[config.mk]
export PLATFORM = sky130hd
export DESIGN_NAME = gcd_multilane_unit
export DESIGN_NICKNAME = d
export VERILOG_FILES = /design/src/rtl/gcd_multilane_unit_pkg.sv /design/src/rtl/gcd_multilane_unit_lane.sv /design/src/rtl/gcd_multilane_unit.sv
export SDC_FILE = /design/constraint.sdc
export NUM_CORES = 1
export LEC_CHECK = 0
export ABC_AREA = 1
export CAP_MARGIN = 0
export CORE_MARGIN = 3
export CORE_UTILIZATION = 60
export CTS_CLUSTER_DIAMETER = 200
export DETAILED_ROUTE_END_ITERATION = 8
export GPL_ROUTABILITY_DRIVEN = 0
export PLACE_DENSITY = 0.88
export SLEW_MARGIN = 10
export SYNTH_ARGS = -nofsm -noshare
export SYNTH_HDL_FRONTEND = slang
export SYNTH_SLANG_ARGS = --single-unit
[constraint.sdc]
create_clock -name clk -period 2.82 [get_ports clk]
set_input_delay 0.423 -clock clk [delete_from_list [all_inputs] [get_ports clk]]
set_output_delay 0.423 -clock clk [all_outputs]
set_load 0.01 [all_outputs]
[src/rtl/gcd_multilane_unit_pkg.sv]
// Shared types and helpers for the multi-lane GCD accelerator.
package gcd_multilane_unit_pkg;

    typedef enum logic [1:0] {
        IDLE = 2'd0,
        CALC = 2'd1,
        DONE = 2'd2
    } lane_state_t;

    // Pointer width for a lane count, never narrower than one bit.
    function automatic int ptr_width(input int nlanes);
        return (nlanes > 1) ? $clog2(nlanes) : 1;
    endfunction

endpackage

[src/rtl/gcd_multilane_unit_lane.sv]
// One subtractive-Euclid GCD lane: IDLE -> CALC (one step per cycle) -> DONE.
module gcd_multilane_unit_lane
    import gcd_multilane_unit_pkg::*;
#(
    parameter int W = 16
) (
    input  logic        clk,
    input  logic        reset_n,
    input  logic        load,
    input  logic [W-1:0] a,
    input  logic [W-1:0] b,
    output lane_state_t state,
    output logic [W-1:0] result,
    input  logic        ack
);

    logic [W-1:0] op_a;
    logic [W-1:0] op_b;

    always_ff @(posedge clk or negedge reset_n) begin
        if (!reset_n) begin
            state  <= IDLE;
            op_a   <= '0;
            op_b   <= '0;
            result <= '0;
        end else begin
            case (state)
                IDLE: begin
                    if (load) begin
                        op_a  <= a;
                        op_b  <= b;
                        state <= CALC;
                    end
                end
                CALC: begin
                    if (op_a < op_b) begin
                        op_a <= op_b;
                        op_b <= op_a;
                    end else if (op_b != '0) begin
                        op_a <= op_a - op_b;
                    end else begin
                        result <= op_a;
                        state  <= DONE;
                    end
                end
                DONE: begin
                    if (ack) state <= IDLE;
                end
                default: state <= IDLE;
            endcase
        end
    end

endmodule

[src/rtl/gcd_multilane_unit.sv]
// NLANES GCD lanes fed round-robin; responses are collected in the same order to keep them in request order.
module gcd_multilane_unit
    import gcd_multilane_unit_pkg::*;
#(
    parameter int W      = 16,
    parameter int NLANES = 2
) (
    input  logic           clk,
    input  logic           reset_n,
    input  logic           req_val,
    output logic           req_rdy,
    input  logic [2*W-1:0] req_msg,
    output logic           resp_val,
    input  logic           resp_rdy,
    output logic [W-1:0]   resp_msg,
    output logic           busy
);

    localparam int PTR_W = ptr_width(NLANES);

    logic [PTR_W-1:0] disp_ptr;
    logic [PTR_W-1:0] coll_ptr;
    lane_state_t      lane_state  [NLANES];
    logic [W-1:0]     lane_result [NLANES];
    logic [NLANES-1:0] lane_load;
    logic [NLANES-1:0] lane_ack;
    logic [NLANES-1:0] lane_busy;
    logic             req_fire;
    logic             resp_fire;

    // Readiness looks only at registered lane state, so it never depends on resp_rdy.
    assign req_rdy   = reset_n && (lane_state[disp_ptr] == IDLE);
    assign resp_val  = (lane_state[coll_ptr] == DONE);
    assign resp_msg  = lane_result[coll_ptr];
    assign req_fire  = req_val && req_rdy;
    assign resp_fire = resp_val && resp_rdy;
    assign busy      = |lane_busy;

    for (genvar i = 0; i < NLANES; i++) begin : g_lane
        assign lane_load[i] = req_fire && (disp_ptr == PTR_W'(i));
        assign lane_ack[i]  = resp_fire && (coll_ptr == PTR_W'(i));
        assign lane_busy[i] = (lane_state[i] != IDLE);

        gcd_multilane_unit_lane #(
            .W(W)
        ) u_lane (
            .clk    (clk),
            .reset_n(reset_n),
            .load   (lane_load[i]),
            .a      (req_msg[2*W-1:W]),
            .b      (req_msg[W-1:0]),
            .state  (lane_state[i]),
            .result (lane_result[i]),
            .ack    (lane_ack[i])
        );
    end

    always_ff @(posedge clk or negedge reset_n) begin
        if (!reset_n) begin
            disp_ptr <= '0;
            coll_ptr <= '0;
        end else begin
            if (req_fire) begin
                disp_ptr <= (disp_ptr == PTR_W'(NLANES - 1)) ? '0 : disp_ptr + 1'b1;
            end
            if (resp_fire) begin
                coll_ptr <= (coll_ptr == PTR_W'(NLANES - 1)) ? '0 : coll_ptr + 1'b1;
            end
        end
    end

endmodule
# Word-level counts from Yosys, hierarchy flattened
# Cells that the tools add are included.
op_classes:
  reduce_logical: 25
  eq_ne: 17
  addsub: 4
  muxes: 35
  bitwise_logic: 8
  magnitude_cmp: 4
ops:
  columns: ["op", "count"]
  rows:
  - ["$mux 16", 13]
  - ["$pmux 16 s2", 4]
  - ["$lt 16x16->1", 2]
  - ["$reduce_bool 16->1", 2]
  - ["$sub 16x16->16", 2]
  - ["$mux 2", 14]
  - ["$reduce_and 3->1", 6]
  - ["$ne 2x1->1 const B", 6]
  - ["$pmux 2 s3", 2]
  - ["$ne 2x2->1 const B", 4]
  - ["$reduce_and 4->1", 2]
  - ["$reduce_bool 2->1", 4]
  - ["$logic_and 1x1->1", 7]
  - ["$eq 2x2->1 const B", 3]
  - ["$logic_not 2->1", 3]
  - ["$ne 3x1->1 const B", 2]
  - ["$not 1->1", 6]
  - ["$eq 2x1->1 const B", 2]
  - ["$ge 2x2->1 const B", 2]
  - ["$not 1->2", 2]
  - ["$add 1x1->1 const B", 2]
  - ["$mux 1", 2]
  - ["$reduce_or 2->1", 1]
word_totals:
  ff_bits: 102
  input_bits: 36
  elab_cells: 103
  output_inout_bits: 19

# Longest topological paths before layout
depth:
  depth_word: 10
  mapped_depth: 16
  ltp_nobuf: 16

# Cells and area by module
# A second synthesis with hierarchy kept.
unflattened:
  hier_cells: 1169
  area_unflattened_um2: 7792.5
by_module_without_submodules:
  columns: ["module", "seq_area_each_um2", "cells_each", "area_each_um2", "n_inst"]
  rows:
  - ["gcd_multilane_unit_lane (g_lane[1].u_lane)", 1251.2, 554, 3797.4, 1]
  - ["gcd_multilane_unit_lane (g_lane[0].u_lane)", 1251.2, 539, 3618.5, 1]
  - ["gcd_multilane_unit", 50.0, 76, 376.6, 1]

# Worst setup path after synthesis
# Ideal clock, no wire load.
synth_timing:
  path_type: "reg2reg"
  start: "register g_lane[1].u_lane.op_b[0]"
  end: "register g_lane[1].u_lane.result[14]"
  required_ns: 2.703
  path_stages_with_launch: 16
  n_path_buf: 1
  path_slack_ns: 0.613
  t_arrival_ns: 2.090
  period_less_slack_ns: 2.207
  setup_time_ns: 0.117
  path_cell_list: "dfrtp_1 -> ha_1 -> fa_1 -> inv_1 -> nand2_1 -> nand2_1 -> nand3_1 -> nand2_2 -> nand2_4 -> nand2_8 -> nand2_4 -> clkinv_4 -> nand3_4 -> buf_6 -> nand2_2 -> o21ai_2"
synth_via:
  elab_chain_cells: 3
  elab_cells_between_ends: 5
  cone_classes: "order compare: 1; bitwise: 2; reduce/logical: 2"
synth_lines:
  columns: ["element", "line_no", "source"]
  rows:
  - ["from (decl)", "gcd_multilane_unit_lane.sv:18", "logic [W-1:0] op_b;"]
  - ["from (signal assigned)", "gcd_multilane_unit_lane.sv:38", "op_b <= op_a;"]
  - ["$lt 16x16->1 or $reduce_bool 16->1 (tied branches)", "gcd_multilane_unit_lane.sv:36, gcd_multilane_unit_lane.sv:39", null]
  - ["$not 1->1 (no line)", null, null]
  - ["$reduce_and 3->1 (no line) *", null, null]
  - ["to (signal assigned)", "gcd_multilane_unit_lane.sv:42", "result <= op_a;"]
  - ["to (decl)", "gcd_multilane_unit_lane.sv:13", "output logic [W-1:0] result,"]
# Mark *: on every way between the ends. The rest lies on a longest branch, timed or not.
# A chain may end at the register's enable or synchronous reset.

# Worst setup path in the final report
layout_timing:
  start: "register g_lane[0].u_lane.op_b[0]"
  end: "register g_lane[0].u_lane.op_b[4]"
layout_via:
  elab_chain_cells: 3
layout_lines:
  columns: ["element", "line_no", "source"]
  rows:
  - ["from (decl)", "gcd_multilane_unit_lane.sv:18", null]
  - ["from (signal assigned)", "gcd_multilane_unit_lane.sv:38", null]
  - ["$lt 16x16->1", "gcd_multilane_unit_lane.sv:36", "if (op_a < op_b) begin"]
  - ["$ne 2x1->1 (no line)", null, null]
  - ["$reduce_and 3->1 (no line)", null, null]
# Every way passes these cells.

==> reports/metrics.cfg <==
[logic_synthesis]
ys_seq_area_share_pct = 34.3
syn_avg_cell_area_um2 = 6.68
ys.flop_type = dfrtp_1
synth.area.top_cells = dfrtp_1 34%, nand2_1 22%, inv_1 7.6%
synth_cell_types = 40
synth_top_area_cell = dfrtp_1
netlist.area_leader.share_pct = 34.3
synthArstFlopShare_pct = 100
synth_cells = 1115
ys_seq_elements = 102
syn_nets = 1185
syn_area_mm2 = 0.00745
yosys_warnings = 0
synth_edf_count = 0

[global_routing]
antenna_found_initial = 0
grt_max_degree = 62
grt_pass1_vias = 6815
track_usage_pct = 29.5
grt_pass1_wl_mm = 33.6
grt.overflow.total = 0

[route]
vias_per_cell = 5.54
drtPass1Iterations = 7
drc = 2
ant_nets = 0
wirelength_mm = 20.1
wire_per_inst_um = 15.1
vias = 7368
drt_iter0_drc = 730

[die]
die_h_um = 117
initial_core_util_pct = 61.7
fp.dieW_um = 117
io_pins = 55
die_area_mm2 = 0.0138
core_area_mm2 = 0.0121
rows = 40

[final_layout]
syn2layout_area_growth_pct = 12.7
n_fill_cell = 999
postLayoutCoreUtil_pct = 69.6
n_antenna_cell = 0
drive_gt1_share_pct = 6.63
final_net_count = 1228

[power]
p_total_w = 0.0118
p_per_area_mw_per_mm2 = 1410
vdd.ir_drop.worst_mv = 0.853
p_leak_nw = 4.47

[clock_network]
clk_pin_slew_worst_paths_ps = 70
worstSkewPairLatency_ps = 350
cts_max_level = 3
cts_buffers = 9
cts_tree = done
cts_buffer_depth = 2
clkSinkCount = 102
cts-root-buf = clkbuf_16

[status]
status = finished, violations left
violations = design-rule violations

[worst_setup_path]
critical_path_class = register to register
critical_path_required_ps = 3020
path_max_fanout = 32
cp.arrival_ps = 2780
end_kind = register
startpoint_type = register

[flow_run]
maxCapViolCount = 0

[sta]
max_freq_ghz = 0.387
rsz0062_at_grt = no
fin_worst_skew_ps = 7.79
worst_slew_pin_slew_ps = 943
min_period_ps = 2580
fin_ws_ps = 237
tns_ps = 0
period_share_pct = 91.6
hold_violations = 0
setup-violations-final = 0
slew_violations = 0
relSlewSlack_pct = 37.1

[place]
dp_hpwl_mm = 15.2
portBuffers = 54
dp_slack_ps = 187

[min_path]
hp-class = input port to async pin

==> worst paths after layout <==
path / from / to / slack [ps] / cells after the start
setup / recovery: g_lane[0].u_lane.op_b[0]$_DFFE_PN0P_ / g_lane[0].u_lane.op_b[4]$_DFFE_PN0P_ / 240 / 12
hold / removal: reset_n / g_lane[0].u_lane.op_b[1]$_DFFE_PN0P_ / 440 / 2
setup reg to reg: g_lane[0].u_lane.op_b[0]$_DFFE_PN0P_ / g_lane[0].u_lane.op_b[4]$_DFFE_PN0P_ / 240 / 12
hold reg to reg: g_lane[0].u_lane.result[10]$_DFFE_PN0P_ / g_lane[0].u_lane.result[10]$_DFFE_PN0P_ / 490 / 2
max in group asynchronous: reset_n / g_lane[0].u_lane.op_b[10]$_DFFE_PN0P_ / 920 / 4
min in group clk: g_lane[0].u_lane.result[10]$_DFFE_PN0P_ / g_lane[0].u_lane.result[10]$_DFFE_PN0P_ / 490 / 2
==> worst max-delay path: stages, from the launching register on <==
cell and delay, ps:
dfrtp_1 390, ha_1 240, fa_1 420, inv_1 90, nand2_1 70, nand2_1 70, nand3_1 70, nand2_1 130
nand2_2 100, nand3_2 150, nand2_2 350, o211ai_1 200, o21ai_0 140
==> power by group <==
part,switching (W),internal [W],total [W],leakage [nW]
Clock,0.000535,0.000677,0.00121,0.130
Combinational,0.00537,0.00280,0.00817,3.03
Sequential,0.000395,0.00205,0.00245,1.31
Total,0.00630,0.00553,0.0118,4.47
==> per-stage QoR <==
| stage | instances | cell area (um2) | hold WS, ps |
|---|---|---|---|
| after CTS | 1328 | 8370 | 451 |
| final | 1329 | 8390 | 443 |
| after detailed placement | 1313 | 8080 | 274 |
| after floorplan | 1115 | 7450 | 127 |
| after global placement | 1313 | 8080 | 274 |
| after global routing | 1329 | 8390 | 467 |
==> final cells by class <==
cell class              count  area (um2)  share of cell area [%]
clock buffers              10         229                    2.73
clock inverters             4        50.0                   0.596
inverters                 159         602                    7.17
multi-input cells         823        4140                    49.4
flip-flops and latches    102        2550                    30.4
well taps                 168         210                    2.50
repair buffers             63         608                    7.24
==> timing repair <==
item,CTS,global route
endpoints found under the setup margin,0,18
gates resized for setup,0,2
buffers inserted,0,0
endpoints found under the hold margin,7,0
hold buffers,1,0
==> cell usage after synthesis, types with 13 or more instances <==
cell and count:
o211ai_1 16, inv_1 151, o21ai_1 38, nor2_1 62, o21ai_0 51, nand4_1 20
o21ai_2 17, ha_1 32, a21oi_1 19, nand2_1 429, nand3_1 76, dfrtp_1 102
nand2_2 13
==> registers in the layout (all words and copies together) (netlist names) <==
name	flops
coll_ptr	1
disp_ptr	1
g_lane.u_lane.op_a	32
g_lane.u_lane.op_b	32
g_lane.u_lane.result	32
g_lane.u_lane.state	4
==> kinds of logic (layout without fill, tap and decap cells) <==
logic type,count (synthesis),after routing,share of synthesized area (%)
AO/OA/AOI/OAI,149,149,11.8
XOR/XNOR,10,10,1.18
adder cells (fa/ha/maj),34,34,5.91
buffers and inverters,191,236,10.5
flip-flops,102,102,34.3
AND/OR/NAND/NOR,629,630,36.3
==> routing by layer <==
layer  wire length (um)  global-route usage (%)
met4                477                    8.50
met5                  0                       0
met3               1470                    4.10
met1               8540                    41.7
met2               9650                    47.9
==> layout by cell type (no fill, tap or decap), types with 2 or more instances in the layout <==
cell / n
clkbuf_16: 9
xnor2_1: 2
nand2_4: 3
nor2_2: 2
nand2_2: 13
ha_1: 32
fa_1: 2
a21oi_1: 19
o21ai_2: 17
nand3_4: 4
clkinvlp_4: 2
nand3_1: 76
dfrtp_1: 102
a21oi_2: 2
inv_1: 151
buf_4: 9
nor2_1: 62
o21ai_0: 51
nand3b_1: 8
o21bai_1: 5
nor3_1: 3
o21ai_1: 38
o211ai_1: 16
nand2_1: 429
clkdlybuf4s50_1: 53
nand4_1: 20
xor2_1: 8
inv_2: 6
and2_1: 3
Power figures use the tool's default switching activity.
